## config.mk

```make
export PLATFORM = sky130hd
export DESIGN_NAME = volcado_memoria_datos_flat
export DESIGN_NICKNAME = d
export VERILOG_FILES = /design/src/rtl/volcado_memoria_datos_if.sv /design/src/rtl/volcado_memoria_datos.sv /design/src/flat_wrapper.sv
export SDC_FILE = /design/constraint.sdc
export NUM_CORES = 1
export LEC_CHECK = 0
export CAP_MARGIN = 20
export CORE_ASPECT_RATIO = 1.5
export CORE_UTILIZATION = 52
export DETAILED_ROUTE_END_ITERATION = 8
export PLACE_DENSITY = 0.8
export SLEW_MARGIN = 10
export SYNTH_ARGS = -nofsm -noshare
export SYNTH_HDL_FRONTEND = slang
export SYNTH_SLANG_ARGS = --single-unit
```

## constraint.sdc

```tcl
create_clock -name clk -period 2.2 [get_ports clk]
set_input_delay 0.44 -clock clk [delete_from_list [all_inputs] [get_ports clk]]
set_output_delay 0.44 -clock clk [all_outputs]
set_load 0.05 [all_outputs]
```

## src/rtl/volcado_memoria_datos_if.sv

```systemverilog
// Handshake bundle linking the data-memory dump engine to memoria_datos (read port)
// and to the UART tx block; the engine itself uses the slave view.
interface volcado_memoria_datos_if #(
  parameter int RAM_WIDTH          = 32,
  parameter int ADDR_MEM_LENGTH    = 10,
  parameter int OUTPUT_WORD_LENGTH = 8
);
  logic                          start;
  logic [RAM_WIDTH-1:0]          data_mem;
  logic                          tx_done;
  logic [ADDR_MEM_LENGTH-1:0]    addr_mem;
  logic                          tx_start;
  logic [OUTPUT_WORD_LENGTH-1:0] data_tx;
  logic                          busy;
  logic                          done;

  modport master (
    output start, data_mem, tx_done,
    input  addr_mem, tx_start, data_tx, busy, done
  );

  modport slave (
    input  start, data_mem, tx_done,
    output addr_mem, tx_start, data_tx, busy, done
  );
endinterface

```

## src/rtl/volcado_memoria_datos.sv

```systemverilog
// Streams data memory words 0..CANT_PALABRAS-1 to the UART tx, most significant byte
// first, one byte in flight at a time; pulses done after the last byte leaves tx.
module volcado_memoria_datos #(
  parameter int RAM_WIDTH          = 32,
  parameter int ADDR_MEM_LENGTH    = 10,
  parameter int OUTPUT_WORD_LENGTH = 8,
  parameter int CANT_PALABRAS      = 1024
) (
  input  logic                   clk,
  input  logic                   rst,
  volcado_memoria_datos_if.slave bus
);
  localparam int NB   = RAM_WIDTH / OUTPUT_WORD_LENGTH;
  localparam int BC_W = (NB > 1) ? $clog2(NB) : 1;
  localparam int WC_W = ADDR_MEM_LENGTH + 1;
  localparam logic [BC_W-1:0] LAST_BYTE = BC_W'(NB - 1);
  // One extra bit so the full-depth case ends on the count, not on address wrap.
  localparam logic [WC_W-1:0] LAST_WORD = WC_W'(CANT_PALABRAS - 1);

  typedef enum logic [2:0] {
    IDLE    = 3'd0,
    READ    = 3'd1,
    LATCH   = 3'd2,
    SEND    = 3'd3,
    WAIT_TX = 3'd4,
    DONE    = 3'd5
  } state_t;

  state_t                        state_r, state_s;
  logic [ADDR_MEM_LENGTH-1:0]    addr_r, addr_s;
  logic [OUTPUT_WORD_LENGTH-1:0] data_tx_r, data_tx_s;
  logic                          tx_start_r, tx_start_s;
  logic                          busy_r, busy_s;
  logic                          done_r, done_s;
  logic [RAM_WIDTH-1:0]          shift_r, shift_s;
  logic [BC_W-1:0]               byte_cnt_r, byte_cnt_s;
  logic [WC_W-1:0]               word_cnt_r, word_cnt_s;

  // Next-state and next-output decode; every output is computed here and registered below.
  always_comb begin
    state_s    = state_r;
    addr_s     = addr_r;
    data_tx_s  = data_tx_r;
    tx_start_s = 1'b0;
    shift_s    = shift_r;
    byte_cnt_s = byte_cnt_r;
    word_cnt_s = word_cnt_r;
    case (state_r)
      IDLE: begin
        addr_s     = '0;
        byte_cnt_s = '0;
        word_cnt_s = '0;
        if (bus.start) begin
          state_s = READ;
        end else begin
          state_s = IDLE;
        end
      end
      READ: begin
        state_s = LATCH;
      end
      LATCH: begin
        shift_s    = bus.data_mem;
        data_tx_s  = bus.data_mem[RAM_WIDTH-1 -: OUTPUT_WORD_LENGTH];
        tx_start_s = 1'b1;
        byte_cnt_s = '0;
        state_s    = SEND;
      end
      SEND: begin
        state_s = WAIT_TX;
      end
      WAIT_TX: begin
        if (bus.tx_done) begin
          if (byte_cnt_r < LAST_BYTE) begin
            shift_s    = shift_r << OUTPUT_WORD_LENGTH;
            data_tx_s  = shift_s[RAM_WIDTH-1 -: OUTPUT_WORD_LENGTH];
            tx_start_s = 1'b1;
            byte_cnt_s = byte_cnt_r + BC_W'(1);
            state_s    = SEND;
          end else if (word_cnt_r < LAST_WORD) begin
            addr_s     = addr_r + ADDR_MEM_LENGTH'(1);
            word_cnt_s = word_cnt_r + WC_W'(1);
            state_s    = READ;
          end else begin
            state_s = DONE;
          end
        end else begin
          state_s = WAIT_TX;
        end
      end
      DONE: begin
        addr_s  = '0;
        state_s = IDLE;
      end
      default: begin
        state_s = IDLE;
      end
    endcase
    busy_s = (state_s != IDLE);
    done_s = (state_s == DONE);
  end

  // State and registered outputs; reset returns everything to idle zeros.
  always_ff @(posedge clk or posedge rst) begin
    if (rst) begin
      state_r    <= IDLE;
      addr_r     <= '0;
      data_tx_r  <= '0;
      tx_start_r <= 1'b0;
      busy_r     <= 1'b0;
      done_r     <= 1'b0;
      shift_r    <= '0;
      byte_cnt_r <= '0;
      word_cnt_r <= '0;
    end else begin
      state_r    <= state_s;
      addr_r     <= addr_s;
      data_tx_r  <= data_tx_s;
      tx_start_r <= tx_start_s;
      busy_r     <= busy_s;
      done_r     <= done_s;
      shift_r    <= shift_s;
      byte_cnt_r <= byte_cnt_s;
      word_cnt_r <= word_cnt_s;
    end
  end

  assign bus.addr_mem = addr_r;
  assign bus.data_tx  = data_tx_r;
  assign bus.tx_start = tx_start_r;
  assign bus.busy     = busy_r;
  assign bus.done     = done_r;
endmodule

```

## src/flat_wrapper.sv

```systemverilog
// flat-port wrapper written by rule: the top's interface ports become plain ports
module volcado_memoria_datos_flat 
#(
  parameter int RAM_WIDTH          = 32,
  parameter int ADDR_MEM_LENGTH    = 10,
  parameter int OUTPUT_WORD_LENGTH = 8,
  parameter int CANT_PALABRAS      = 1024
)
  (clk, rst, bus_start, bus_data_mem, bus_tx_done, bus_addr_mem, bus_tx_start, bus_data_tx, bus_busy, bus_done);
  volcado_memoria_datos_if #(.RAM_WIDTH(RAM_WIDTH), .ADDR_MEM_LENGTH(ADDR_MEM_LENGTH), .OUTPUT_WORD_LENGTH(OUTPUT_WORD_LENGTH)) bus_i ();
  input  logic clk;
  input  logic rst;
  input wire logic [$bits(bus_i.start)-1:0] bus_start;
  input wire logic [$bits(bus_i.data_mem)-1:0] bus_data_mem;
  input wire logic [$bits(bus_i.tx_done)-1:0] bus_tx_done;
  output wire logic [$bits(bus_i.addr_mem)-1:0] bus_addr_mem;
  output wire logic [$bits(bus_i.tx_start)-1:0] bus_tx_start;
  output wire logic [$bits(bus_i.data_tx)-1:0] bus_data_tx;
  output wire logic [$bits(bus_i.busy)-1:0] bus_busy;
  output wire logic [$bits(bus_i.done)-1:0] bus_done;
  assign bus_i.start = bus_start;
  assign bus_i.data_mem = bus_data_mem;
  assign bus_i.tx_done = bus_tx_done;
  assign bus_addr_mem = bus_i.addr_mem;
  assign bus_tx_start = bus_i.tx_start;
  assign bus_data_tx = bus_i.data_tx;
  assign bus_busy = bus_i.busy;
  assign bus_done = bus_i.done;
  volcado_memoria_datos #(.RAM_WIDTH(RAM_WIDTH), .ADDR_MEM_LENGTH(ADDR_MEM_LENGTH), .OUTPUT_WORD_LENGTH(OUTPUT_WORD_LENGTH), .CANT_PALABRAS(CANT_PALABRAS)) u_core (.clk(clk), .rst(rst), .bus(bus_i));
endmodule
```

==> summary.md, run 1 <==
| Metric | Value |
|---|---|
| Worst setup EP type | output pin |
| Clk Latency, worst-skew pair | between 300 and 400 ps |
| Worst Hold Class | input pin to async pin |
| Share of cells above drive strength 1 | 9.79% |
| GR Layer Usage met1 | 32.2% |
| Setup Viol. Count Final | 0 |
| Most common cell in the netlist | nand2_1 |
| Row count | 33 |
| Post-Synth XOR/XNOR Area | 0.860% |
| Status | complete, no violations |
| Synthesized area | 0.00306 mm² |
| Clock skew | a little over 5 ps |
| Max IR drop VDD | 0.000689 V |
| Mux cell area share after synthesis | 0% |
| Antenna Nets Post-Route | 0 |
| Sequential-to-total area share from yosys stat | 49.9% |
| First-pass GRT wire length | about 13,000 µm |
| Leak Pwr | ~1.7 nW |
| Slowest-stage cell, CP | clkdlybuf4s50_1 |
| Post-CTS Hold Buffers | 0 |
| DP HPWL | ~5500 µm |
| Core Area | 0.00557 mm² |
| Synth Area in Compound Gates | 17.6% |
| Critical Path RT | 1760 ps |
| Total Power | roughly 0.0048 W |
| Initial Utilization | 54.8% |
| Commonest cells post-synth | 65 x nand2_1, 61 x dfrtp_1, 37 x nor2_1, 25 x a31oi_1, 22 x o21ai_0 |
| Gates resized, CTS repair | 0 |
| CP Max Fanout | 7 |
| Initial DRC count | 259 |
| Seq pwr share | between 30% and 40% |
| Yosys reg bits | 61 |
| Tmin final | 2120 ps |
| Crit path max-delay family | buffers and inverters |
| Final #Nets | 454 |
| Worst-Margin Slew | ~740 ps |
| Clock transition at path regs | ~60 ps |
| Ys flop type | dfrtp_1 |
| Final WS setup | 83.3 ps |
| Largest net degree at the start of global routing | 66 |
| Drt total wl | 7930 µm |
| Pwr/cell area | 1170 mW/mm² |
| Yosys top cell area share | between 40% and 50% |
| Critical Path Start Type | flop |
| Simple-gate share of the synthesized area | 25.8% |
| Placement Cell Area | about 0.0038 mm² |
| Clock Power Share | 26.1% |
| Post-CTS setup buffer count | 0 |
| Synthesized area per cell | about 8.7 µm² |
| Synth Area in Adders | 1.23% |
| GPL Wtd Cong | slightly above 0.9 |
| Relative slew slack | 49.9% |
| # IOs | 57 |
| Met2 usage | 47.3% |
| Final instance area | 0.00406 mm² |
| Number of synthesized flops with an enable pin | 0 |
| Mapped Cells | 350 |
| Initial antenna violation count | 0 |
| Tot GR Track Use | roughly 28% |
| Synthesis-to-layout area growth | 32.7% |
| Worst-path cell chain | clkdlybuf4s50_1 |
| Root Driver | clkbuf_8 |
| Int Power | 0.00298 W |
| Die ar. | 0.00620 mm² |
| Final Max Slew Viols | 0 |
| Final setup TNS | 0 ps |
| Yosys warns | 0 |
| Async set-or-reset flop fraction in the synthesized netlist | 100% |
| Final core utilization | 72.8% |
| Post-route DRC | 0 |
| RSZ-0062 raised after global routing | false |
| Fin crit share | 96.2% |
| Overflow left after global routing | 0 |
| Sw frac | 37.4% |
| Max Freq | 472 MHz |
| NetSw | ~0.0018 W |
| Vias in the first global route | ~2,800 |
| Cell variety after synth | 50 |
| Setup Crit Path Kind | flop to output pin |
| Vias per cell | 5.90 |
| WP buf/inv | 1 |
| Number of buffers created by CTS | 9 |
| Detailed Routing Iterations Pass 1 | 4 |
| Clock Sink Count | 61 |
| Syn Nets | 389 |
| CTS H-tree lvls | 3 |
| Via Count | 2,884 |
| CTS tree | done |
| Area leader, netlist | dfrtp_1 |
| Input/output buffers | 56 |
| Crit path DAT | 1680 ps |
| ANT cells | 0 |
| Worst path max stage delay | 860 ps |
| Grt peak-use layer | met2 |
| M3 GR Usage | 4.98% |
| Number of hold violations in the final report | 0 |
| Synth area leaders | dfrtp_1 50%, nand2_1 8.0%, a31oi_1 5.1% |
| Die height | 95.9 µm |
| Max clock buf depth | 2 |
| Power share of the combinational group | about two fifths |
| Maximum capacitance violations | 0 |
| R2r startpoint | u_core.word_cnt_r[3] |
| Pre-CTS setup slack | 60.6 ps |
| Die X | approximately 65 µm |
| Critical path origin | u_core.bus.addr_mem[3] |
| Slack of the worst reg-to-reg path | between 150 and 200 ps |
| Main combinational cell family by area after synthesis | simple AND/OR/NAND/NOR gates |
| Routed len/inst | 16.2 µm |
==> power groups by stage <==
| stage | clock network, W | logic (W) | registers (W) |
|---|---|---|---|
| 6_report | 0.00124 | 0.00184 | 0.00167 |
| 5_1_grt | 0.00130 | 0.00203 | 0.00171 |
| 4_1_cts | 0.00126 | 0.00185 | 0.00167 |
| 3_5_place_dp | 0 | 0.00183 | 0.00169 |
| 3_3_place_gp | 0 | 0.00178 | 0.00166 |
| 2_1_floorplan | 0 | 0.00101 | 0.00192 |
==> final cells by class <==
cell class	instances	area, µm²
sequential	61	1530
fill	414	1520
multi-input combinational	255	1410
timing repair buffer	74	733
clock buffer	11	151
clock inverter	4	95.1
tap	70	87.6
inverter	14	52.6
==> registers in the layout (all words and copies together) (netlist names) <==
signal,cells
u_core.bus.addr_mem,10
u_core.shift_r,24
u_core.byte_cnt_r,2
u_core.state_r,3
u_core.bus.done,1
u_core.bus.busy,1
u_core.word_cnt_r,11
u_core.bus.data_tx,8
u_core.bus.tx_start,1
==> metal layers <==
layer  wire length, µm  vias up
li1                  -     1374
met1              3220     1383
met2              4140      106
met3               432       21
met4               140        0
met5                 0        -
==> placed cells by master, fill, tap and decap left out, drive strengths merged, types with 3 or more instances in the layout <==
master / count
buf: 18
bufinv: 3
ha: 3
a211o: 5
nand2: 65
a31oi: 25
a22oi: 3
clkdlybuf4s50: 56
nor3: 11
or3: 4
nand2b: 3
nor2: 37
dfrtp: 61
inv: 14
nand3: 21
a22o: 5
nor4: 3
clkbuf: 11
nand4: 5
or2: 3
nor3b: 3
and3: 3
o21ai: 24
==> cell families (layout without fill, tap and decap cells) <==
family,after synthesis,after routing
AOI/OAI and AO/OA,81,81
xor gates and xnor gates,3,3
adders and majority gates,3,3
buffers and inverters,34,103
DFF,61,61
and+or+nand+nor,168,168
==> path summary, 6_finish.rpt <==
kind | depth (start not counted) | to
max | 1 | bus_addr_mem[3]
min reg2reg | 2 | u_core.byte_cnt_r[1]
min | 2 | u_core.bus.data_tx[6]
min in group clk | 2 | u_core.byte_cnt_r[1]
max reg2reg | 4 | u_core.bus.addr_mem[6]
max in group asynchronous | 3 | u_core.bus.busy
==> per-stage QoR <==
stage / cells / hold WS, ps
finish: 489 / 471
global route: 489 / 512
CTS: 489 / 477
detailed placement: 474 / 517
global placement: 474 / 500
floorplan: 350 / 479
Note: power is estimated with default switching activity, not from simulation.
==> run 2: changes to the inputs <==
clock period = 2.05 ns   (was 2.2 ns; I/O delays follow)
==> run 2 against run 1 <==
Critical path type unchanged. Core utilization rose by 0.40 points. Clock skew rose by 3.6 ps. Via count about the same. Combinational power is 14% higher. Final cell count increased by 2.2%. Hold slack got worse by 56 ps. Global-route usage shrank 0.67 points. Sequential power increased by 5%. Critical path depth is the same. Flip-flop and latch count is the same. First-iteration DRC count grew 0.39%.
==> summary.md, run 2 (same netlist as run 1, synthesis figures left out) <==
| Metric | Value |
|---|---|
| Die height | roughly 96 µm |
| Worst setup EP type | output pin |
| # IOs | 57 |
| Root Driver | clkbuf_8 |
| Fill cell count | 425 |
| Cells after DPL | 484 |
| Synthesis-to-layout area growth | 33.4% |
| Max IR drop VDD | 0.000603 V |
| WP buf/inv | 1 |
| Worst-path cell chain | clkdlybuf4s50_1 |
| Row count | 33 |
| Final Max Slew Viols | 0 |
| Number of buffers created by CTS | 9 |
| Commonest non-fill, non-tap cell in the layout | nand2_1 |
| Post-route DRC | 0 |
| Die ar. | 0.00620 mm² |
| Tot GR Track Use | 26.9% |
| Maximum capacitance violations | 0 |
| Input/output buffers | 56 |
| Setup Viol. Count Final | 0 |
| Setup Crit Path Kind | flop to output pin |
| First-pass GRT wire length | 12,600 µm |
| Number of hold violations in the final report | 0 |
| GPL Wtd Cong | 0.892 |
| Die X | between 60 and 70 µm |
| Antenna Nets Post-Route | 0 |
| Status | complete, no violations |
| Commonest non-fill, non-tap cells in the layout | 65 x nand2_1, 61 x dfrtp_1, 54 x clkdlybuf4s50_1 |
| Max Freq | 499 MHz |
| Post-Layout Cell Count | 500 |
| Detailed Routing Iterations Pass 1 | 4 |
| Critical Path Start Type | flop |
| Final #Nets | 464 |
| Overflow left after global routing | 0 |
| Routed len/inst | about 15 µm |
| Relative slew slack | 59.5% |
| Slowest-stage cell, CP | clkdlybuf4s50_1 |
| Critical Path RT | 1640 ps |
| DP HPWL | 5530 µm |
| Tmin final | 2010 ps |
| Initial Utilization | 54.8% |
| Fin crit share | 97.9% |
| Leak Pwr | 1.79 nW |
| Drt total wl | between 7000 and 8000 µm |
| Crit path max-delay family | buffers and inverters |
| Worst Hold Class | input pin to async pin |
| RSZ-0062 raised after global routing | false |
| Initial DRC count | 260 |
| ANT cells | 0 |
| Final core utilization | 73.2% |
| Pwr/cell area | between 1000 and 1500 mW/mm² |
| Max clock buf depth | 2 |
| Most flops, register | u_core.shift_r |
| Max reg flops | 24 |
| CP Max Fanout | 5 |
| Largest net degree at the start of global routing | slightly above 40 |
| Clock transition at path regs | around 70 ps |
| Crit path DAT | 1600 ps |
| CTS tree | done |
| Clock skew | ~8.7 ps |
| Worst path max stage delay | approximately 840 ps |
| Worst-Margin Slew | ~600 ps |
| Area of the multi-input gates | 0.00141 mm² |
| Clk Latency, worst-skew pair | 330 ps |
| Core Area | 0.00557 mm² |
| Share of cells above drive strength 1 | 11.6% |
| Vias per cell | 5.77 |
| Via Count | 2,883 |
| Initial antenna violation count | 0 |
| Post-CTS setup buffer count | 0 |
| Clock Sink Count | 61 |
| CTS H-tree lvls | 3 |
| Vias in the first global route | 2,808 |
| Sequential Area | 0.00153 mm² |
| Final setup TNS | 0 ps |
run 2: cell count changes in the layout (fill, tap and decap cells not counted):
cell / previous run / this run
bufinv_16: 3 / 1
clkdlybuf4s50_1: 56 / 54
clkbuf_8: 11 / 10
dlymetal6s2s_1: 0 / 1
dlygate4sd2_1: 0 / 1
buf_4: 15 / 25
clkinv_2: 1 / 2
clkinvlp_4: 0 / 1
clkbuf_1: 0 / 2
run 2: worst paths after layout:
kind / startpoint / to / slack, ps / cells after the start
max in group asynchronous: rst / u_core.state_r[0] / 1150 / 3
min: rst / u_core.word_cnt_r[3] / 410 / 2
max: u_core.bus.addr_mem[6] / bus_addr_mem[6] / 40 / 1
max reg2reg: u_core.byte_cnt_r[0] / u_core.bus.addr_mem[9] / 160 / 5
min in group clk: u_core.shift_r[1] / u_core.shift_r[9] / 530 / 2
min reg2reg: u_core.shift_r[1] / u_core.shift_r[9] / 530 / 2
run 2: per-stage QoR:
stage          hold slack (ps)  instance area, µm²  setup slack [ps]  total power (W)
3_3_place_gp               499                3880              15.6          0.00377
6_report                   415                4080              44.0          0.00488
2_1_floorplan              479                3060               127          0.00314
4_1_cts                    419                4080              15.7          0.00492
3_5_place_dp               528                3880             -34.5          0.00386
5_1_grt                    445                4080              13.8          0.00521
run 2: power by group:
part           switching (W)  internal, W
logic                0.00126     0.000828
clock network       0.000451     0.000591
registers           0.000186      0.00157
run 2: per-layer routing:
layer | up-vias | track usage (%) | wire, µm
li1 | 1398 | - | -
met1 | 1374 | 31.0 | 3120
met2 | 89 | 46.8 | 3960
met3 | 22 | 5.45 | 298
met4 | 0 | 14.3 | 214
met5 | - | 0 | 0
run 2: repair_timing:
action | 4_1_cts | 5_1_grt
endpoints found under the setup margin | 1 | 1
gates resized for setup | 1 | 1
hold buffers | 0 | 0
cloned | 0 | 0
run 2: final cells by class:
class	count	share of cell area, %
clock buffers	12	3.56
multi-input cells	255	34.6
well taps	70	2.15
flip-flops and latches	61	37.4
repair buffers	84	19.8
clock inverters	4	1.17
inverters	14	1.29
